### src/rtl/fc_argmax.sv
// Streaming argmax over NUM_CLASSES signed logits per frame; holds the result until accepted.
// Optional FC_ARGMAX_MARGIN_EN adds out_margin (best minus second-best) and the second-best tracker.
module fc_argmax #(
  parameter int NUM_CLASSES = 10,
  parameter int DATA_W      = 16,
  parameter int IDX_W       = 4
) (
  input  logic                     clk,
  input  logic                     rst_n,
  input  logic                     in_valid,
  output logic                     in_ready,
  input  logic signed [DATA_W-1:0] in_data,
  input  logic                     in_last,
  output logic                     out_valid,
  input  logic                     out_ready,
  output logic [IDX_W-1:0]         out_class,
  output logic [DATA_W-1:0]        out_score,
  output logic                     out_err
`ifdef FC_ARGMAX_MARGIN_EN
  ,
  output logic [DATA_W-1:0]        out_margin
`endif
);

  typedef enum logic {
    ACCUM = 1'b0,
    HOLD  = 1'b1
  } state_t;

  localparam logic [IDX_W-1:0]         LAST_CNT = IDX_W'(NUM_CLASSES - 1);
  localparam logic signed [DATA_W-1:0] S_MIN    = {1'b1, {(DATA_W-1){1'b0}}};

  state_t                    state_q, state_d;
  logic [IDX_W-1:0]          cnt_q, cnt_d;
  logic signed [DATA_W-1:0]  best_q, best_d;
  logic [IDX_W-1:0]          idx_q, idx_d;
  logic                      err_q, err_d;
  logic                      in_ready_q, in_ready_d;
  logic                      out_valid_q, out_valid_d;
  logic [IDX_W-1:0]          out_class_q, out_class_d;
  logic [DATA_W-1:0]         out_score_q, out_score_d;
  logic                      out_err_q, out_err_d;

  logic beat;
  logic final_beat;
  logic err_beat;

`ifdef FC_ARGMAX_MARGIN_EN
  logic signed [DATA_W-1:0]  second_q, second_d;
  logic [DATA_W-1:0]         out_margin_q, out_margin_d;
  logic signed [DATA_W:0]    margin_wide;
`endif

  assign beat       = in_valid && in_ready_q;
  assign final_beat = (cnt_q == LAST_CNT);
  // in_last must appear on the final beat and nowhere else
  assign err_beat   = in_last ^ final_beat;

  always_comb begin
    state_d     = state_q;
    cnt_d       = cnt_q;
    best_d      = best_q;
    idx_d       = idx_q;
    err_d       = err_q;
    in_ready_d  = in_ready_q;
    out_valid_d = out_valid_q;
    out_class_d = out_class_q;
    out_score_d = out_score_q;
    out_err_d   = out_err_q;
`ifdef FC_ARGMAX_MARGIN_EN
    second_d     = second_q;
    out_margin_d = out_margin_q;
    margin_wide  = '0;
`endif

    case (state_q)
      ACCUM: begin
        if (!in_ready_q) begin
          // first cycle out of reset
          in_ready_d = 1'b1;
        end else if (beat) begin
          if (cnt_q == '0) begin
            best_d = in_data;
            idx_d  = '0;
            err_d  = err_beat;
`ifdef FC_ARGMAX_MARGIN_EN
            second_d = S_MIN;
`endif
          end else begin
            err_d = err_q | err_beat;
            if (in_data > best_q) begin
              best_d = in_data;
              idx_d  = cnt_q;
`ifdef FC_ARGMAX_MARGIN_EN
              second_d = best_q;
            end else if (in_data > second_q) begin
              second_d = in_data;
`endif
            end
          end

          if (final_beat) begin
            state_d     = HOLD;
            cnt_d       = '0;
            in_ready_d  = 1'b0;
            out_valid_d = 1'b1;
            out_class_d = idx_d;
            out_score_d = best_d;
            out_err_d   = err_d;
`ifdef FC_ARGMAX_MARGIN_EN
            margin_wide  = {best_d[DATA_W-1], best_d} - {second_d[DATA_W-1], second_d};
            out_margin_d = margin_wide[DATA_W-1:0];
`endif
          end else begin
            cnt_d = cnt_q + IDX_W'(1);
          end
        end
      end
      HOLD: begin
        if (out_valid_q && out_ready) begin
          state_d     = ACCUM;
          out_valid_d = 1'b0;
          in_ready_d  = 1'b1;
        end
      end
      default: state_d = ACCUM;
    endcase
  end

  always_ff @(posedge clk or negedge rst_n) begin
    if (!rst_n) begin
      state_q     <= ACCUM;
      cnt_q       <= '0;
      best_q      <= '0;
      idx_q       <= '0;
      err_q       <= 1'b0;
      in_ready_q  <= 1'b0;
      out_valid_q <= 1'b0;
      out_class_q <= '0;
      out_score_q <= '0;
      out_err_q   <= 1'b0;
`ifdef FC_ARGMAX_MARGIN_EN
      second_q     <= S_MIN;
      out_margin_q <= '0;
`endif
    end else begin
      state_q     <= state_d;
      cnt_q       <= cnt_d;
      best_q      <= best_d;
      idx_q       <= idx_d;
      err_q       <= err_d;
      in_ready_q  <= in_ready_d;
      out_valid_q <= out_valid_d;
      out_class_q <= out_class_d;
      out_score_q <= out_score_d;
      out_err_q   <= out_err_d;
`ifdef FC_ARGMAX_MARGIN_EN
      second_q     <= second_d;
      out_margin_q <= out_margin_d;
`endif
    end
  end

  assign in_ready  = in_ready_q;
  assign out_valid = out_valid_q;
  assign out_class = out_class_q;
  assign out_score = out_score_q;
  assign out_err   = out_err_q;
`ifdef FC_ARGMAX_MARGIN_EN
  assign out_margin = out_margin_q;
`endif

endmodule

### config.mk
export PLATFORM = sky130hd
export DESIGN_NAME = fc_argmax
export DESIGN_NICKNAME = d
export VERILOG_FILES = /design/src/rtl/fc_argmax.sv
export SDC_FILE = /design/constraint.sdc
export NUM_CORES = 1
export LEC_CHECK = 0
export ABC_AREA = 1
export CAP_MARGIN = 10
export CORE_MARGIN = 3
export CORE_UTILIZATION = 49
export DETAILED_ROUTE_END_ITERATION = 16
export HOLD_SLACK_MARGIN = 0.03
export PLACE_DENSITY = 0.81
export SLEW_MARGIN = 40
export SYNTH_ARGS = -nofsm -noshare
export SYNTH_HDL_FRONTEND = slang
export SYNTH_SLANG_ARGS = --single-unit
### constraint.sdc
create_clock -name clk -period 2 [get_ports clk]
set_clock_uncertainty 0.15 [all_clocks]
set_input_delay 0.2 -clock clk [delete_from_list [all_inputs] [get_ports clk]]
set_output_delay 0.2 -clock clk [all_outputs]
set_load 0.01 [all_outputs]
== Word-level counts from Yosys, hierarchy flattened ==
Index checks and enable logic that the tools add are counted.
Widths: inputs -> output; s select.
Word-level totals
  bits in latches: 0
  flip-flop bits (word level): 49
  RAM bits: 0
  memory bits (read-only): 0
  logic and storage cells: 47
  memories: 0
Operators by class
  divide/modulo/power cells: 0
  equal/unequal tests: 5
  reductions and logical operators: 6
  bitwise logic cells: 3
  multipliers: 0
  mux-type cells: 21
  add/sub/neg operators: 1
  shift-type cells: 0
  magnitude comparators: 1
Operator list (count)
  $mux 16: 2
  $gt 16x16->1: 1
  $mux 1: 13
  $mux 4: 3
  $reduce_and 4->1: 2
  $ne 2x2->1 const B: 3
  $pmux 1 s2: 3
  $add 4x1->4 const B: 1
  $eq 4x4->1 const B: 1
  $logic_not 4->1: 1
  $reduce_and 3->1: 1
  $logic_and 1x1->1: 2
  $ne 2x1->1 const B: 1
  $not 1->1: 1
  $or 1x1->1: 1
  $xor 1x1->1: 1

== Depth between registers and ports, before layout ==
Gate-level depths: netlist of run 1.
  depth in word-level cells: 5
  gate-level depth with buffers: 18
  gate-level depth less buffers: 17

== Least setup slack after synthesis of run 1 ==
No wires, ideal clock.
  path type: register -> register
  start point: reg best_q[15]
  end point: reg idx_q[0]
  cell stages (with the launch flop): 14
  setup slack: 0.013 ns
  buffers on the path: 1
  data arrival time: 1.720 ns
  required time: 1.733 ns
  cells stage by stage: dfrtp_1 inv_1 ha_1 a21oi_1 o21ai_1 a21oi_2 nand2_1 nand2_2 nand3_4 nand2_4 buf_12 nand2_4 nand3_1 nand2_1
On the way
  cells in the longest elaborated chain, start to end: 3
RTL lines
  start: declaration: line 35  | logic signed [DATA_W-1:0] best_q, best_d;
  start signal: assignment: line 149  | best_q <= best_d;
  $gt 16x16->1: line 91  | if (in_data > best_q) begin
  $mux 4: line 91
  $mux 4: line 82  | if (cnt_q == '0) begin
  end signal: assignment: line 150  | idx_q <= idx_d;
  end: declaration: line 36  | logic [IDX_W-1:0] idx_q, idx_d;
No other way between the ends.
A chain may end at the register's enable or synchronous reset.

== Worst setup path after layout of run 1 ==
  start point: reg best_q[8]
  end point: reg best_q[0]
On the way
  cells in the longest elaborated chain, start to end: 3
RTL lines (line)
  $gt 16x16->1: 91
  $mux 16: 91
  $mux 16: 82
No other way between the ends.

==> results of run 1 <==
path summary, 6_finish.rpt:
check | end | slack, ns
worst max-delay path | best_q[0] | -0.32
worst min-delay path | out_score[9] | 0.33
worst max register to register | best_q[0] | -0.32
worst min register to register | out_score[9] | 0.33
max in group asynchronous | idx_q[1] | 0.89
min in group asynchronous | state_q | 0.35
critical path, stage by stage, from the launching register on:
cell     delay, ns
dfrtp_1       0.39
inv_2         0.07
ha_4          0.26
nand4_1       0.18
nor3_4        0.22
nand2_2       0.12
nand2_2       0.09
nand2_2       0.07
nand3_4       0.14
buf_6         0.15
nand3_1       0.13
nand3_1       0.16
nand2_1       0.07
metrics by stage:
step | setup slack, ns | setup TNS (ns)
floorplan | 0.0130 | 0
global placement | -0.385 | -13.92
detailed placement | -0.473 | -16.80
CTS | -0.141 | -4.11
global route | -0.397 | -12.74
finish | -0.321 | -9.05
cell families (layout without fill, tap and decap cells):
family          count (synthesis)  in the layout  share of synthesized area [%]
fa+ha+maj                      16             16                           7.18
compound gates                 15             15                           2.92
simple gates                  211            211                           35.7
xor+xnor                        3              3                          0.942
mux                             1              1                          0.359
buf+inv                        59            131                           8.97
flops                          49             49                           44.0
what timing repair did:
action	in CTS	in global routing
setup endpoints to repair	40	40
endpoints found under the hold margin	49	0
hold buffers	1	0
buffers inserted	5	5
resized for setup	50	50
pin swaps	15	19
cell type report:
cell class,count,area [um^2]
clock buffer,5,68.8
inverter,46,173
multi-input combinational,246,1760
timing repair buffer,77,723
tap,70,87.6
clock inverter,3,65.1
fill,328,1200
sequential,49,1230
registers in the layout, indices dropped and copies added, names as in the netlist:
name and flops:
out_score 16, out_err 1, state_q 1, out_valid 1, best_q 16, err_q 1, in_ready 1, out_class 4
idx_q 4, cnt_q 4
metal layers:
layer | share of wire (%) | vias to the layer above | routed length [um]
met3 | 6.7 | 18 | 569
met1 | 39 | 1306 | 3330
met2 | 52 | 116 | 4450
met4 | 1.7 | 0 | 142
li1 | - | 1263 | -
met5 | 0 | - | 0
where the power goes:
| group | internal, uW | switching (uW) |
|---|---|---|
| clock | 497 | 359 |
| sequential | 1450 | 300 |
| combinational | 1970 | 2520 |
| total | 3920 | 3180 |
cells in the final DEF, fill, tap and decap left out, types with 2 or more instances in the layout:
master            n
ha_1              5
ha_4             11
a21oi_2           4
nor2_1            8
xor2_1            2
nand2_1          96
nand3_1          24
clkbuf_8          5
buf_12            3
nand2_4          16
o21ai_0           6
clkdlybuf4s50_1  41
dfrtp_1          49
inv_2            13
buf_4            29
a21oi_1           3
inv_1            33
nand2_2          20
bufinv_16         2
nand3_4           2
nand4_1           4
nand3_2          37
==> metrics, run 1 <==
fin util=77.4%; drt initial violations=248; Initial Util=52.6%; worst min path class=reg2reg; flip-flop and latch count after synthesis=49; most frequent cell after synthesis=nand2_1; antenna violations before repair=0; CTS tree=yes; critical-path maximum fanout=5; Post-synth EDFFs=0; post-synth top area share=44.0%; final hold vios=0; Root Buffer=clkbuf_8; CTS Buf Count=5; DPL Wire Length=4.78 mm; grt total ovfl=0; DIE HEIGHT=81.4 um; layout cell share with drive strength beyond 1=34.7%; pin count of the biggest net entering global routing=50; TritonRoute pass-1 iters=5; min-delay src=out_score[9]; post-DR vias/cell=5.45; number of global-route vias before repair=2744; H-tree Lvls=2; Clock Sinks=49; Slew @ Worst Pin=0.642 ns; M1 GR Usage=31.3%; CP arrival=2.37 ns; num rows=26; synth top area cells=dfrtp_1 (44%), nand2_1 (16%), nand3_1 (11%); Vias=2703; Worst Setup SP=best_q[8]; Max Cap Violations=0; Post-synth ARST share=100%; distinct cell type count after synthesis=26; drt drc=0; endpoints failing setup=40; Synth top cells by count=nand2_1 (120), nand3_1 (61), dfrtp_1 (49); fmax=0.431 GHz; count of warnings emitted by yosys=0; class of the most critical setup path=reg2reg; Pwr Total=7090 uW; area leader, netlist=dfrtp_1; placed cell count=478; hold slack final=0.333 ns; # IOs=44; RSZ-0062 raised after global routing=yes; die width=81.4 um; final std cells w/o fill=496; CP Launch Type=flop; Final nets=462; Die ar.=6630 um^2; ant diodes=0; worst flop-to-flop path startpoint=best_q[8]; placed cell area=3440 um^2; Core ar.=5300 um^2; GR Util met2=43.3%; Critical Path End Type=flop; status=finished, violations left; GR peak layer=met2; Synth Instances=354; CTS max path bufs=2; GPL Wtd Cong=0.852; sequential fraction of the synthesis area=44.0%; Syn Area/Cell=7.88 um^2; post-synthesis cell area=2790 um^2; Slew HR=57.2%; Clk pin slew, worst setup/hold paths=0.09 ns; PD cells=1730 nW/um^2; failing checks=negative setup slack; final wirelength=8.49 mm; Port-buffer cells=43; Post-Syn Nets=391; Final Max Slew Viols=0; setup ws final=-0.321 ns; minimum clock period=2.32 ns; Antenna Nets Post-Route=0; worst hold path depth=2; clk_lat worst skew=0.32 ns; WP data required=2.05 ns; design area=4110 um^2; global-route wire length before repair=12.8 mm; crit share post-route=116%; FF-to-FF path depth=12; Layout area overhead=47.2%; leakage=0.00204 uW; routed wire length per instance=17.1 um; GRT Total Usage=25.0%; met3 Resource Use GR=5.04%; Top FF cell, synth=dfrtp_1; VDD IR-drop max=0.951 mV
Note: power is estimated with default switching activity, not from simulation.
==> inputs of run 2 (changes only) <==
--- a/config.mk
+++ b/config.mk
@@ -10,7 +10,9 @@
 export CORE_MARGIN = 3
 export CORE_UTILIZATION = 49
 export DETAILED_ROUTE_END_ITERATION = 16
+export GPL_ROUTABILITY_DRIVEN = 0
 export HOLD_SLACK_MARGIN = 0.03
+export MAX_ROUTING_LAYER = met4
 export PLACE_DENSITY = 0.81
 export SLEW_MARGIN = 40
 export SYNTH_ARGS = -nofsm -noshare
==> run 2 against run 1 <==
Compared with the run above:
- the run still ends with negative setup slack left
- setup slack improved by 0.040 ns
- sequential power is essentially flat
- sequential cell count did not move
- global-route usage increased by 0.75 points
- core utilization is 0.26 points higher
- maximum frequency grew 1.8%
- register-to-register slack improved by 0.04 ns
- critical endpoint unchanged
- largest power group unchanged
==> metrics, run 2 (synthesized netlist as in run 1, its figures left out) <==
Slew @ Worst Pin=0.637 ns; Root Buffer=clkbuf_8; final hold vios=0; Worst R2R End=best_q[0]; CP Launch Type=flop; class of the most critical setup path=reg2reg; setup ws final=-0.281 ns; FF-to-FF path depth=12; drt drc=0; layout cell share with drive strength beyond 1=35.6%; worst hold path depth=2; failing checks=negative setup slack; DIE HEIGHT=81.4 um; VDD IR-drop max=0.999 mV; Clk pin slew, worst setup/hold paths=0.09 ns; Slew HR=57.5%; H-tree Lvls=2; reg2reg setup slack=-0.28 ns; Port-buffer cells=43; CTS tree=yes; drt initial violations=198; PD cells=1740 nW/um^2; global-route wire length before repair=12.7 mm; Initial Util=52.6%; Die ar.=6630 um^2; antenna violations before repair=0; RSZ-0062 raised after global routing=yes; CP arrival=2.34 ns; Clock Sinks=49; hold slack final=0.332 ns; status=finished, violations left; Worst Setup SP=best_q[8]; crit share post-route=114%; TritonRoute pass-1 iters=4; CTS Buf Count=5; worst min path class=reg2reg; endpoints failing setup=40; worst flop-to-flop path startpoint=best_q[8]; most common cell after layout, fill and taps aside=nand2_1; Core ar.=5300 um^2; fin util=77.7%; post-DR vias/cell=5.52; routed wire length per instance=17.4 um; fmax=0.438 GHz; DPL Wire Length=4.78 mm; num rows=26; Antenna Nets Post-Route=0; Vias=2745; Final nets=463; minimum clock period=2.28 ns; final wirelength=8.65 mm; clk_lat worst skew=0.31 ns; Critical Path End=best_q[0]; GRT Total Usage=25.8%; # IOs=44; Max Cap Violations=0; most frequent cells in the layout=nand2_1 (94), dfrtp_1 (49), clkdlybuf4s50_1 (41), nand3_2 (38), inv_1 (33); critical-path maximum fanout=5; grt total ovfl=0; leakage=0.00206 uW; CTS max path bufs=2; number of global-route vias before repair=2744; Critical Path End Type=flop; die width=81.4 um; Layout area overhead=47.7%; pin count of the biggest net entering global routing=50; Final Max Slew Viols=0; WP data required=2.06 ns; ant diodes=0
[run 2: how the worst min path moves through the flow]
stage,start,endpoint,slack [ns]
after floorplan,rst_n,best_q[0],-0.25
after global placement,rst_n,out_valid,0.19
after detailed placement,rst_n,out_score[13],0.20
after CTS,in_data[15],best_q[15],0.32
after global routing,out_score[8],out_score[8],0.35
final,out_score[9],out_score[9],0.33
[run 2: what timing repair did]
action / 4_1_cts / 5_1_grt
pin swaps: 15 / 20
buffers inserted: 5 / 6
gates resized for setup: 50 / 53
hold endpoints to repair: 49 / 0
endpoints found under the setup margin: 40 / 40
hold buffers: 1 / 0
[run 2: area by class of cell]
type,instances,area (um^2)
clock buffers,5,68.8
clock inverters,3,65.1
fillers,337,1180
inverters,46,173
multi-input cells,246,1770
flip-flops and latches,49,1230
well taps,70,87.6
repair buffers,78,731
[run 2: where the power goes]
group | leakage, uW | internal (uW) | switching, uW
clock | 0.0000681 | 497 | 353
combinational | 0.00138 | 2000 | 2540
sequential | 0.000609 | 1450 | 312
[run 2: metrics by stage]
stage / TNS [ns] / instance area [um^2] / std cells / total power (uW) / setup WS (ns)
2_1_floorplan: 0 / 2790 / 354 / 3770 / 0.0130
4_1_cts: -4.11 / 3870 / 491 / 6430 / -0.141
6_report: -9.06 / 4120 / 497 / 7160 / -0.281
3_3_place_gp: -13.92 / 3440 / 478 / 4960 / -0.385
3_5_place_dp: -16.80 / 3440 / 478 / 5120 / -0.473
5_1_grt: -12.92 / 4120 / 497 / 7610 / -0.368
[run 2: worst max-delay path, stage by stage (launching register included)]
cell and delay (ns):
dfrtp_1 0.40, inv_2 0.07, ha_4 0.26, nand4_1 0.17
nor3_4 0.22, nand2_2 0.13, nand2_2 0.09, nand2_2 0.07
nand3_4 0.14, buf_6 0.16, nand3_1 0.12, nand3_1 0.13
nand2_1 0.06
[run 2: routing by layer]
layer	vias up	wire [um]	part of all wire [%]	track usage, %
met5	-	0	0	-
met4	0	236	2.7	8.11
met3	25	532	6.2	4.71
met2	136	4480	52	43.3
met1	1321	3400	39	31.6
li1	1263	-	-	-
